`config.mk`:
```
export PLATFORM = sky130hd
export DESIGN_NAME = mlcd_8080_ctrl
export DESIGN_NICKNAME = d
export VERILOG_FILES = /design/src/rtl/mlcd_8080_ctrl.sv
export SDC_FILE = /design/constraint.sdc
export NUM_CORES = 1
export LEC_CHECK = 0
export CAP_MARGIN = 20
export CORE_UTILIZATION = 40
export DETAILED_ROUTE_END_ITERATION = 8
export PLACE_DENSITY_LB_ADDON = 0.08
export SKIP_CTS_REPAIR_TIMING = 1
export SYNTH_ARGS = -nofsm -noshare
export SYNTH_HDL_FRONTEND = slang
export SYNTH_SLANG_ARGS = --single-unit
```
`constraint.sdc`:
```
create_clock -name sys_clk -period 5 [get_ports sys_clk]
set_input_delay 0.5 -clock sys_clk [delete_from_list [all_inputs] [get_ports sys_clk]]
set_output_delay 0.5 -clock sys_clk [all_outputs]
set_load 0.01 [all_outputs]
```
`src/rtl/mlcd_8080_ctrl.sv`:
```
// rtl/mlcd_8080_ctrl.sv - 8080-style MCU LCD bus master with request FIFO and programmable strobe timing
module mlcd_8080_ctrl #(
    parameter int DW         = 16,
    parameter int FIFO_DEPTH = 8,
    parameter int LEN_W      = 17,
    parameter int WR_LOW     = 2,
    parameter int WR_HIGH    = 2,
    parameter int RD_LOW     = 5,
    parameter int RD_HIGH    = 5
) (
    input  logic             sys_clk,
    input  logic             sys_rst_n,
    input  logic             req_valid,
    output logic             req_ready,
    input  logic [1:0]       req_type,
    input  logic [DW-1:0]    req_data,
    input  logic [LEN_W-1:0] req_len,
    output logic             rd_valid,
    output logic [DW-1:0]    rd_data,
    output logic             busy,
    output logic             mlcd_cs_n,
    output logic             mlcd_wr_n,
    output logic             mlcd_rd_n,
    output logic             mlcd_rs,
    output logic [DW-1:0]    mlcd_data_o,
    output logic             mlcd_data_oe,
    input  logic [DW-1:0]    mlcd_data_i
);
    localparam int AW = (FIFO_DEPTH > 1) ? $clog2(FIFO_DEPTH) : 1;
    localparam int EW = 2 + DW + LEN_W;
    localparam logic [AW:0] FIFO_FULL_CNT = (AW+1)'(FIFO_DEPTH);
    localparam logic [7:0]  WR_LO_LAST = 8'(WR_LOW - 1);
    localparam logic [7:0]  WR_HI_LAST = 8'(WR_HIGH - 1);
    localparam logic [7:0]  RD_LO_LAST = 8'(RD_LOW - 1);
    localparam logic [7:0]  RD_HI_LAST = 8'(RD_HIGH - 1);

    typedef enum logic [2:0] {
        S_IDLE, S_SETUP, S_WR_LO, S_WR_HI, S_RD_LO, S_RD_HI
    } state_t;

    state_t            state, state_d;
    logic [EW-1:0]     fifo_mem [FIFO_DEPTH];
    logic [AW-1:0]     wr_ptr, rd_ptr;
    logic [AW:0]       fifo_cnt;
    logic              fifo_full, fifo_empty, push, pop, rst_done;
    logic [7:0]        phase_cnt;
    logic [LEN_W-1:0]  beats;
    logic [1:0]        cur_type;
    logic [DW-1:0]     cur_data;
    logic [LEN_W-1:0]  cur_len;

    assign fifo_full  = (fifo_cnt == FIFO_FULL_CNT);
    assign fifo_empty = (fifo_cnt == '0);
    assign req_ready  = rst_done && !fifo_full;
    assign push       = req_valid && req_ready;
    assign busy       = !fifo_empty || (state != S_IDLE);

    always_ff @(posedge sys_clk or negedge sys_rst_n) begin
        if (!sys_rst_n) begin
            rst_done <= 1'b0;
            wr_ptr   <= '0;
            rd_ptr   <= '0;
            fifo_cnt <= '0;
        end else begin
            rst_done <= 1'b1;
            if (push) wr_ptr <= wr_ptr + AW'(1);
            if (pop)  rd_ptr <= rd_ptr + AW'(1);
            case ({push, pop})
                2'b10:   fifo_cnt <= fifo_cnt + (AW+1)'(1);
                2'b01:   fifo_cnt <= fifo_cnt - (AW+1)'(1);
                default: fifo_cnt <= fifo_cnt;
            endcase
        end
    end

    always_ff @(posedge sys_clk) begin
        if (push) fifo_mem[wr_ptr] <= {req_type, req_data, req_len};
    end

    always_comb begin
        state_d = state;
        pop     = 1'b0;
        case (state)
            S_IDLE: begin
                if (!fifo_empty) begin
                    pop     = 1'b1;
                    state_d = S_SETUP;
                end
            end
            S_SETUP: begin
                if (cur_type == 2'b10) begin
                    state_d = S_RD_LO;
                end else if (cur_type == 2'b11 && cur_len == '0) begin
                    pop     = !fifo_empty;
                    state_d = fifo_empty ? S_IDLE : S_SETUP;
                end else begin
                    state_d = S_WR_LO;
                end
            end
            S_WR_LO: if (phase_cnt == WR_LO_LAST) state_d = S_WR_HI;
            S_WR_HI: begin
                if (phase_cnt == WR_HI_LAST) begin
                    if (beats > LEN_W'(1)) begin
                        state_d = S_WR_LO;
                    end else begin
                        pop     = !fifo_empty;
                        state_d = fifo_empty ? S_IDLE : S_SETUP;
                    end
                end
            end
            S_RD_LO: if (phase_cnt == RD_LO_LAST) state_d = S_RD_HI;
            S_RD_HI: begin
                if (phase_cnt == RD_HI_LAST) begin
                    pop     = !fifo_empty;
                    state_d = fifo_empty ? S_IDLE : S_SETUP;
                end
            end
            default: state_d = S_IDLE;
        endcase
    end

    always_ff @(posedge sys_clk or negedge sys_rst_n) begin
        if (!sys_rst_n) begin
            state     <= S_IDLE;
            phase_cnt <= '0;
            beats     <= '0;
            cur_type  <= '0;
            cur_data  <= '0;
            cur_len   <= '0;
        end else begin
            state     <= state_d;
            phase_cnt <= (state_d == state) ? phase_cnt + 8'd1 : 8'd0;
            if (pop) {cur_type, cur_data, cur_len} <= fifo_mem[rd_ptr];
            if (state == S_SETUP)
                beats <= (cur_type == 2'b11) ? cur_len : LEN_W'(1);
            else if (state == S_WR_HI && state_d == S_WR_LO)
                beats <= beats - LEN_W'(1);
        end
    end

    // Pads are a registered decode of the current state, so every strobe lags the FSM by one clean cycle.
    always_ff @(posedge sys_clk or negedge sys_rst_n) begin
        if (!sys_rst_n) begin
            mlcd_cs_n    <= 1'b1;
            mlcd_wr_n    <= 1'b1;
            mlcd_rd_n    <= 1'b1;
            mlcd_rs      <= 1'b0;
            mlcd_data_o  <= '0;
            mlcd_data_oe <= 1'b0;
            rd_valid     <= 1'b0;
            rd_data      <= '0;
        end else begin
            rd_valid <= 1'b0;
            case (state)
                S_IDLE: begin
                    mlcd_cs_n    <= 1'b1;
                    mlcd_wr_n    <= 1'b1;
                    mlcd_rd_n    <= 1'b1;
                    mlcd_data_oe <= 1'b0;
                end
                S_SETUP: begin
                    mlcd_cs_n <= 1'b0;
                    mlcd_wr_n <= 1'b1;
                    mlcd_rd_n <= 1'b1;
                    mlcd_rs   <= (cur_type != 2'b00);
                    if (cur_type == 2'b10) begin
                        mlcd_data_oe <= 1'b0;
                    end else begin
                        mlcd_data_oe <= 1'b1;
                        mlcd_data_o  <= cur_data;
                    end
                end
                S_WR_LO: mlcd_wr_n <= 1'b0;
                S_WR_HI: mlcd_wr_n <= 1'b1;
                S_RD_LO: begin
                    mlcd_rd_n    <= 1'b0;
                    mlcd_data_oe <= 1'b0;
                end
                S_RD_HI: begin
                    mlcd_rd_n <= 1'b1;
                    // The edge that releases rd_n is the capture edge.
                    if (!mlcd_rd_n) begin
                        rd_data  <= mlcd_data_i;
                        rd_valid <= 1'b1;
                    end
                end
                default: mlcd_cs_n <= 1'b1;
            endcase
        end
    end
endmodule

```
==> results of run 1 <==
[stage by stage]
step | area, µm² | std cells
finish | 18900 | 1581
global route | 18900 | 1581
CTS | 18900 | 1580
detailed placement | 17500 | 1503
global placement | 17500 | 1503
floorplan | 15900 | 916
[routing by layer]
layer | GRT usage (%) | routed length (µm) | up-vias
met1 | 24.4 | 15900 | 4389
met2 | 27.9 | 16100 | 179
met4 | 6.28 | 868 | 2
met5 | 0 | 13 | -
li1 | - | - | 3869
met3 | 3.05 | 1440 | 54
[layout make-up]
class	instances	area, µm²	share of cell area, %
tap	518	648	3.43
multi-input combinational	464	4490	23.8
clock buffer	60	1180	6.26
clock inverter	17	189	1.00
inverter	14	52.6	0.278
sequential	392	11200	59.4
timing repair buffer	116	1100	5.84
[worst max path at each step]
stage                 from        endpoint  slack, ns  depth (start not counted)
2_1_floorplan  fifo_cnt[0]  fifo_mem[0][0]       0.92                          5
3_3_place_gp      state[1]        beats[9]       1.49                          6
3_5_place_dp      state[1]        beats[9]       1.43                          6
4_1_cts           state[1]        beats[9]       1.41                          6
5_1_grt           state[1]        beats[9]       1.21                          6
6_report          state[1]        beats[9]       1.41                          6
[sequential cells by signal (all words and copies together), names as in the netlist, 4 cells and up]
register / count
fifo_mem: 280
beats: 17
cur_len: 17
cur_data: 16
mlcd_data_o: 16
rd_data: 16
phase_cnt: 8
fifo_cnt: 4
[placed cells by master, fill, tap and decap left out, drive strengths merged, types with 23 or more instances in the layout]
cell type,Yosys,routed
edfxtp,280,280
dfrtp,109,109
clkdlybuf4s50,0,92
mux4,70,70
clkbuf,25,60
nor3,55,55
a21oi,52,52
mux2i,36,36
mux2,34,34
nand2,33,33
nor2,24,24
buf,21,23
[kinds of logic (layout without fill, tap and decap cells)]
logic type      Yosys count  in the layout  share of synthesized area [%]
xor+xnor                 14             14                          0.769
flops                   392            392                           70.3
other cells               1              1                         0.0235
buf+inv                  60            207                           1.84
fa+ha+maj                14             14                           1.13
compound gates          115            115                           5.23
simple gates            180            180                           6.11
mux                     140            140                           14.6
[power by group through the flow]
stage                     clock network (mW)  logic (mW)  registers, mW
after floorplan                            0        2.58           4.40
after global placement                     0        3.37           4.68
after detailed placement                   0        3.39           4.69
after CTS                               3.18        3.40           4.63
after global routing                    3.30        3.68           4.72
final                                   3.09        3.34           4.61
[worst reg2reg max path: cells and delay by family (launching register included)]
kind	cells	cell delay, ns
AO/OA/AOI/OAI	4	1.67
AND/OR/NAND/NOR	2	1.23
flip-flops	1	0.57
==> flow_summary_export.csv, run 1 <==
group,metric,value,unit
global_routing,grt_pass1_vias,8883,
pwr,p_clk_share,28.0,%
setup_path,cp-end-kind,"flop",
sta,tns,0,ns
routing,final_antenna_net_count,0,
pwr,p_leak,6.64,nW
setup_path,critPathKind,"flop to flop",
global_routing,globalRouteOverflowTotal,0,
logic_synthesis,ys_seq_area_share,70.3,%
routing,vias,8493,
sta,finClkSkew,0.0102,ns
die,start_util,40.9,%
layout,antennaDiodeCount,0,
pwr,p_seq_share,41.8,%
global_routing,track_usage,17.6,%
global_routing,grt_antenna_before_repair,1,
global_routing,grt_first_pass_wirelength,53.7,mm
pwr,power.density,585,nW/µm²
pwr,p_switching,3.51,mW
clock_network,clockRootBuffer,"clkbuf_16",
die,pin_count,94,
logic_synthesis,synth_area_leader_cell,"edfxtp_1",
logic_synthesis,ys_top_cells_by_area,"edfxtp_1 53%, dfrtp_1 17%, mux4_2 9.9%",
layout,layout-drive-gt1-share,20.1,%
clock_network,clkSlewWorstSetupHoldPaths,0.06,ns
sta,rsz0062_at_grt,"false",
layout,area_growth,18.5,%
sta,worst_pin_slew,1.08,ns
layout,nNetsFinal,1098,
run_status,outcome,"finished clean",
die,die_area,40700,µm²
pwr,p_int,7.53,mW
setup_path,reg2regPathDepth,6,
routing,via_per_inst,5.37,
worst_hold_path,hold_path.class,"input port to asynchronous set/reset pin",
logic_synthesis,syn_avg_cell_area,17.4,µm²
layout,fill_cells,3316,
sta,max-slew-margin-rel,28.1,%
setup_path,required,5.44,ns
sta,fin_ws,1.41,ns
logic_synthesis,synth.distinct_cells,67,
die,row_count,72,
setup_path,timing.rr.end,"beats[9]",
logic_synthesis,yosysWarningCount,0,
clock_network,clkLatencyLatePin,0.56,ns
routing,drc,0,
place,place_ws,1.43,ns
logic_synthesis,synth_top_area_share,52.7,%
setup_path,crit_arrival,4.02,ns
place,gp_congestion,0.764,
setup_path,cp_max_fo,17,
logic_synthesis,syn_area,15900,µm²
sta,fmax,279,MHz
pwr,combPwrFrac,30.2,%
logic_synthesis,syn_inst,916,
place,dpl.hpwl,20.1,mm
logic_synthesis,synth_ff_type,"edfxtp_1",
setup_path,crit_slowest_cell,"a2111oi_4",
sta,fin_crit_sh,71.7,%
pwr,sw_frac_of_total,31.8,%
logic_synthesis,ys_top_cells_by_count,"280 x edfxtp_1, 109 x dfrtp_1, 70 x mux4_2, 54 x nor3_1, 52 x a21oi_1",
sta,final-setup-viol-count,0,
die,die_x,202,µm
clock_network,cts_buffers,43,
global_routing,grt_max_degree,48,
job,cap_violations,0,
setup_path,worst_path_largest_cell_delay,0.93,ns
clock_network,ctsLongestPathBuffers,3,
routing,post_drt_wl_per_cell,21.7,µm
sta,holdWs,0.386,ns
clock_network,cts_tree,"done",
die,die_h,202,µm
routing,drtIter0Drc,527,
setup_path,crit_buf_inv,0,
sta,finalHoldViolCount,0,
setup_path,crit_family,"compound AO/OA/AOI/OAI gates",
pwr,fin_total_pwr,11.0,mW
logic_synthesis,synth_edf_count,280,
clock_network,cts.sinks,392,
clock_network,cts_max_level,2,
logic_synthesis,syn-num-nets,983,
setup_path,start_kind,"flop",
routing,dr.pass1.iters,7,
logic_synthesis,async_flop_share,28.6,%
layout,final_util,48.4,%
logic_synthesis,synth_seq_cells,392,
routing,wl,34.3,mm
setup_path,r2r_start,"state[1]",
sta,fin_crit,3.59,ns
die,core,39000,µm²
setup_path,reg2reg_slack,1.41,ns
place,io_buffers,93,
logic_synthesis,synth_most_common_cell,"edfxtp_1",
setup_path,path_cells,"or3b_2, nor2_4, o21ai_2, a2111oi_4, a41o_1, o2bb2a_1",
pwr,ir_worst_vdd,0.284,mV
sta,final-max-slew-violation-count,0,
Power figures use the tool's default switching activity.
==> run 2: changes to the inputs <==
==> constraint.sdc (replaced) <==
create_clock -name sys_clk -period 3.4 [get_ports sys_clk]
set_input_delay 0.34 -clock sys_clk [delete_from_list [all_inputs] [get_ports sys_clk]]
set_output_delay 0.34 -clock sys_clk [all_outputs]
set_load 0.01 [all_outputs]
==> run 2 against run 1 <==
Net effect:
- global-route usage shrank 0.11 points
- clock-buffer cell count fell by 12
- worst hold slack lost 0.016 ns
- clock power grew 52%
- worst setup slack worse by 1.2 ns
- flip-flop and latch count did not move
- maximum frequency grew 13%
- design area up 2.0%
- via count rose by 0.89%
- wire length up 0.65%
- combinational power grew 57%
- utilization rose by 0.96 points
- largest power group unchanged
==> flow_summary_export.csv, run 2 (same netlist as run 1, synthesis figures left out) <==
group,metric,value,unit
sta,final-setup-viol-count,0,
layout,nNetsFinal,1117,
routing,dr.pass1.iters,5,
global_routing,track_usage,17.4,%
sta,fmax,316,MHz
setup_path,critPathKind,"flop to flop",
die,row_count,72,
die,die_x,202,µm
die,die_h,202,µm
sta,tns,0,ns
routing,m1WireLength,16.3,mm
routing,dr_wl_met3,1.39,mm
sta,max-slew-margin-rel,29.4,%
setup_path,crit_top_cell,"ha_1",
sta,final-max-slew-violation-count,0,
place,io_buffers,93,
die,pin_count,94,
setup_path,path_cells,"nor4_1, nand3_1, or3_1, a2111oi_4, or2_1, ha_1, ha_1, a21o_1, a21oi_1, xnor2_1, nor2_1, xor2_1",
routing,via_per_inst,5.35,
routing,post_drt_wl_per_cell,21.5,µm
layout,largest_register_ffs,280,
routing,vias,8569,
global_routing,grt_antenna_before_repair,1,
clock_network,clockRootBuffer,"clkbuf_16",
pwr,ir_worst_vdd,0.385,mV
global_routing,grt_pass1_vias,8662,
job,cap_violations,0,
layout,final_cell_mix,"280 x edfxtp_1, 106 x dfrtp_1, 92 x clkdlybuf4s50_1",
die,die_area,40700,µm²
sta,fin_ws,0.231,ns
setup_path,cp_max_fo,3,
die,start_util,40.9,%
global_routing,grt_max_degree,54,
sta,rsz0062_at_grt,"false",
global_routing,grt_first_pass_wirelength,53.4,mm
routing,drtIter0Drc,431,
setup_path,crit_arrival,3.62,ns
sta,holdWs,0.370,ns
pwr,power.density,865,nW/µm²
setup_path,cp-end-kind,"flop",
run_status,outcome,"finished clean",
routing,dr.max_layer_used,"met5",
routing,wl,34.5,mm
pwr,p_leak,6.82,nW
layout,layout-drive-gt1-share,22.6,%
worst_hold_path,hold_path.class,"input port to asynchronous set/reset pin",
layout,top_register,"fifo_mem",
place,place_ws,0.159,ns
place,dpl.hpwl,20.7,mm
layout,area_growth,20.8,%
layout,antennaDiodeCount,0,
routing,final_antenna_net_count,0,
die,core,39000,µm²
layout,reg.largest.list,"fifo_mem (280), beats (17), cur_len (17)",
sta,fin_crit,3.17,ns
clock_network,cts.sinks,392,
routing,wl_met2,16.1,mm
sta,finalHoldViolCount,0,
setup_path,required,3.86,ns
clock_network,ctsLongestPathBuffers,3,
sta,fin_crit_sh,93.2,%
clock_network,cts_max_level,2,
global_routing,globalRouteOverflowTotal,0,
clock_network,clkSlewWorstSetupHoldPaths,0.06,ns
clock_network,cts_buffers,43,
sta,worst_pin_slew,1.06,ns
routing,drc,0,
layout,final_common_cell,"edfxtp_1",
setup_path,worst_path_largest_cell_delay,0.45,ns
setup_path,start_kind,"flop",
clock_network,clkLatencyLatePin,0.57,ns
place,gp_congestion,0.777,
sta,finClkSkew,0.0220,ns
setup_path,crit_slowest_cell,"or3_1",
clock_network,cts_tree,"done",
[run 2: changes by cell type in the layout (fill, tap and decap cells not counted), sizes merged]
cell      delta
bufinv       +2
clkinvlp     +1
clkinv      +10
buf         +19
clkbuf      -12
[run 2: report_power, final]
group | total [mW] | internal (mW) | switching, mW
clock | 4.71 | 2.81 | 1.90
sequential | 6.73 | 5.95 | 0.783
combinational | 5.23 | 2.57 | 2.66
[run 2: final timing paths]
path / startpoint / cells after the start / slack, ns / to
worst min register to register: mlcd_wr_n / 2 / 0.49 / mlcd_wr_n
min in group sys_clk: mlcd_data_i[0] / 2 / 0.39 / rd_data[0]
max in group asynchronous: sys_rst_n / 3 / 2.28 / mlcd_data_o[2]
worst max register to register: cur_len[5] / 12 / 0.23 / fifo_cnt[3]
worst max-delay path: cur_len[5] / 12 / 0.23 / fifo_cnt[3]
worst min-delay path: sys_rst_n / 2 / 0.37 / phase_cnt[0]
[run 2: layout make-up]
| cell class | count | area (µm²) |
|---|---|---|
| multi-input combinational | 464 | 4510 |
| clock buffer | 48 | 1100 |
| timing repair buffer | 135 | 1400 |
| tap | 518 | 648 |
| fill | 3269 | 19700 |
| inverter | 14 | 52.6 |
| sequential | 392 | 11200 |
| clock inverter | 30 | 328 |
[run 2: metrics by stage]
step / power (mW) / utilization (%) / instance area [µm²] / instances
floorplan: 10.3 / - / 16000 / 916
global placement: 12.1 / 45.7 / 17800 / 1522
detailed placement: 12.1 / 45.7 / 17800 / 1522
CTS: 16.9 / 49.3 / 19200 / 1600
global route: 17.6 / 49.4 / 19300 / 1601
finish: 16.7 / 49.4 / 19300 / 1601
[run 2: critical path, delay by kind of cell (launching register included)]
family	cells	cell delay (ns)
adder cells (fa/ha/maj)	2	0.44
AO/OA/AOI/OAI	3	0.70
flip-flops	1	0.40
AND/OR/NAND/NOR	5	1.23
XOR/XNOR	2	0.28
[run 2: per-layer routing]
layer,GRT usage (%),up-vias
li1,-,3912
met3,3.03,50
met5,0,-
met1,24.9,4437
met4,5.44,2
met2,27.3,168
==> run 3: changes to the inputs <==
--- a/config.mk
+++ b/config.mk
@@ -6,6 +6,8 @@
 export NUM_CORES = 1
 export LEC_CHECK = 0
 export CAP_MARGIN = 20
+export CELL_PAD_IN_SITES_DETAIL_PLACEMENT = 1
+export CELL_PAD_IN_SITES_GLOBAL_PLACEMENT = 2
 export CORE_UTILIZATION = 40
 export DETAILED_ROUTE_END_ITERATION = 8
 export PLACE_DENSITY_LB_ADDON = 0.08
==> run 3 against run 2 <==
Net effect:
- first-iteration DRC count grew 11%
- die area unchanged
- total power barely moved
- critical path type unchanged
==> flow_summary_export.csv, run 3 (same netlist as run 1, synthesis figures left out) <==
group,metric,value,unit
layout,reg.largest.list,"fifo_mem (280), beats (17), cur_len (17)",
global_routing,track_usage,18.6,%
pwr,power.density,868,nW/µm²
routing,vias,8670,
setup_path,crit_top_cell,"ha_1",
global_routing,grt_pass1_vias,9417,
global_routing,grtUsageMet3,3.22,%
global_routing,grt_antenna_before_repair,0,
setup_path,crit_arrival,3.64,ns
die,pin_count,94,
routing,drtIter0Drc,477,
global_routing,top_usage_layer,"met2",
pwr,p_leak,6.78,nW
sta,final-setup-viol-count,0,
setup_path,crit_family,"simple AND/OR/NAND/NOR gates",
clock_network,clockRootBuffer,"clkbuf_16",
routing,post_drt_wl_per_cell,22.9,µm
clock_network,clkSlewWorstSetupHoldPaths,0.06,ns
layout,fill_cells,3633,
global_routing,grt.met1_usage,25.8,%
pwr,ir_worst_vdd,0.523,mV
layout,nNetsFinal,1115,
layout,final_cell_mix,"280 x edfxtp_1, 106 x dfrtp_1, 92 x clkdlybuf4s50_1",
routing,wl,36.6,mm
place,io_buffers,93,
sta,worst_pin_slew,0.666,ns
routing,final_antenna_net_count,0,
layout,largest_register_ffs,280,
layout,stdcell_count,1601,
sta,fin_crit_sh,94.0,%
job,cap_violations,0,
clock_network,ctsLongestPathBuffers,3,
sta,tns,0,ns
sta,finalHoldViolCount,0,
layout,top_register,"fifo_mem",
routing,drc,0,
clock_network,cts_buffers,43,
sta,finClkSkew,0.0163,ns
layout,layout-drive-gt1-share,22.8,%
sta,fmax,313,MHz
setup_path,crit_buf_inv,0,
global_routing,grt_first_pass_wirelength,57.1,mm
run_status,outcome,"finished clean",
setup_path,required,3.84,ns
setup_path,worst_path_largest_cell_delay,0.56,ns
layout,area_growth,20.6,%
setup_path,cp_max_fo,5,
layout,multi_input_comb_area,4530,µm²
place,dp.cells,1519,
global_routing,grt_max_degree,75,
setup_path,crit_slowest_cell,"or4_4",
die,die_area,40700,µm²
setup_path,path_cells,"or4_4, or4_1, nor4_4, or2_4, ha_1, ha_1, a21o_1, a21oi_1, xnor2_1, nor2_1, xor2_1",
die,core,39000,µm²
clock_network,cts_tree,"done",
global_routing,grtUsageMet2,30.1,%
sta,final-max-slew-violation-count,0,
sta,max-slew-margin-rel,55.2,%
sta,rsz0062_at_grt,"false",
global_routing,globalRouteOverflowTotal,0,
layout,antennaDiodeCount,0,
layout,final_common_cell,"edfxtp_1",
layout,layout.area.seq,11200,µm²
setup_path,cp-end-kind,"flop",
place,gp_congestion,0.765,
clock_network,clkLatencyLatePin,0.57,ns
die,start_util,40.9,%
clock_network,cts.sinks,392,
die,row_count,72,
place,dpl.hpwl,21.6,mm
routing,dr.pass1.iters,4,
die,die_h,202,µm
worst_hold_path,hold_path.class,"input port to asynchronous set/reset pin",
setup_path,critPathKind,"flop to flop",
setup_path,start_kind,"flop",
clock_network,cts_max_level,2,
die,die_x,202,µm
sta,fin_crit,3.20,ns
routing,via_per_inst,5.42,
## run 3: cell count changes in the layout (fill, tap and decap cells not counted), sizes merged
| cell | change |
|---|---|
| clkinv | -9 |
| bufinv | -2 |
| buf | -2 |
| clkbuf | +10 |
| clkinvlp | +3 |
## run 3: layer usage
metal,up-vias,part of all wire (%)
li1,3912,-
met1,4591,47
met2,114,48
met3,53,3.4
met4,0,2.1
met5,-,0
## run 3: cell type report
type                       instances  share of cell area, %
sequential                       392                   58.3
multi-input combinational        464                   23.5
timing repair buffer             133                   6.99
clock buffer                      58                   6.15
tap                              518                   3.37
clock inverter                    22                   1.34
inverter                          14                  0.273
## run 3: report_power, final
group	internal, mW	total (mW)	switching, mW
registers	5.95	6.62	0.674
logic	2.54	5.36	2.82
clock network	2.77	4.70	1.93
## run 3: worst paths after layout
path	start	end	slack (ns)	depth (start not counted)
min in group sys_clk	mlcd_data_i[2]	rd_data[2]	0.39	2
setup reg to reg	beats[11]	fifo_cnt[3]	0.20	11
hold / removal	sys_rst_n	rst_done	0.31	2
setup / recovery	beats[11]	fifo_cnt[3]	0.20	11
hold reg to reg	mlcd_rs	mlcd_rs	0.47	2
max in group asynchronous	sys_rst_n	cur_data[12]	2.25	3
## run 3: worst register-to-register path, stage by stage (launching register included)
cell,delay (ns)
dfrtp_1,0.43
or4_4,0.56
or4_1,0.49
nor4_4,0.32
or2_4,0.18
ha_1,0.18
ha_1,0.24
a21o_1,0.18
a21oi_1,0.17
xnor2_1,0.14
nor2_1,0.06
xor2_1,0.14
## run 3: per-stage QoR
step	cell area (µm²)	setup WS, ns	utilization (%)	total power [mW]	hold slack (ns)
after floorplan	16000	0.0164	-	10.3	0.0444
after global placement	17800	0.0495	45.5	12.1	0.368
after detailed placement	17800	0.0886	45.5	12.2	0.370
after CTS	19200	0.0876	49.2	17.0	-0.244
after global routing	19200	0.00644	49.3	17.6	0.334
final	19200	0.205	49.3	16.7	0.311
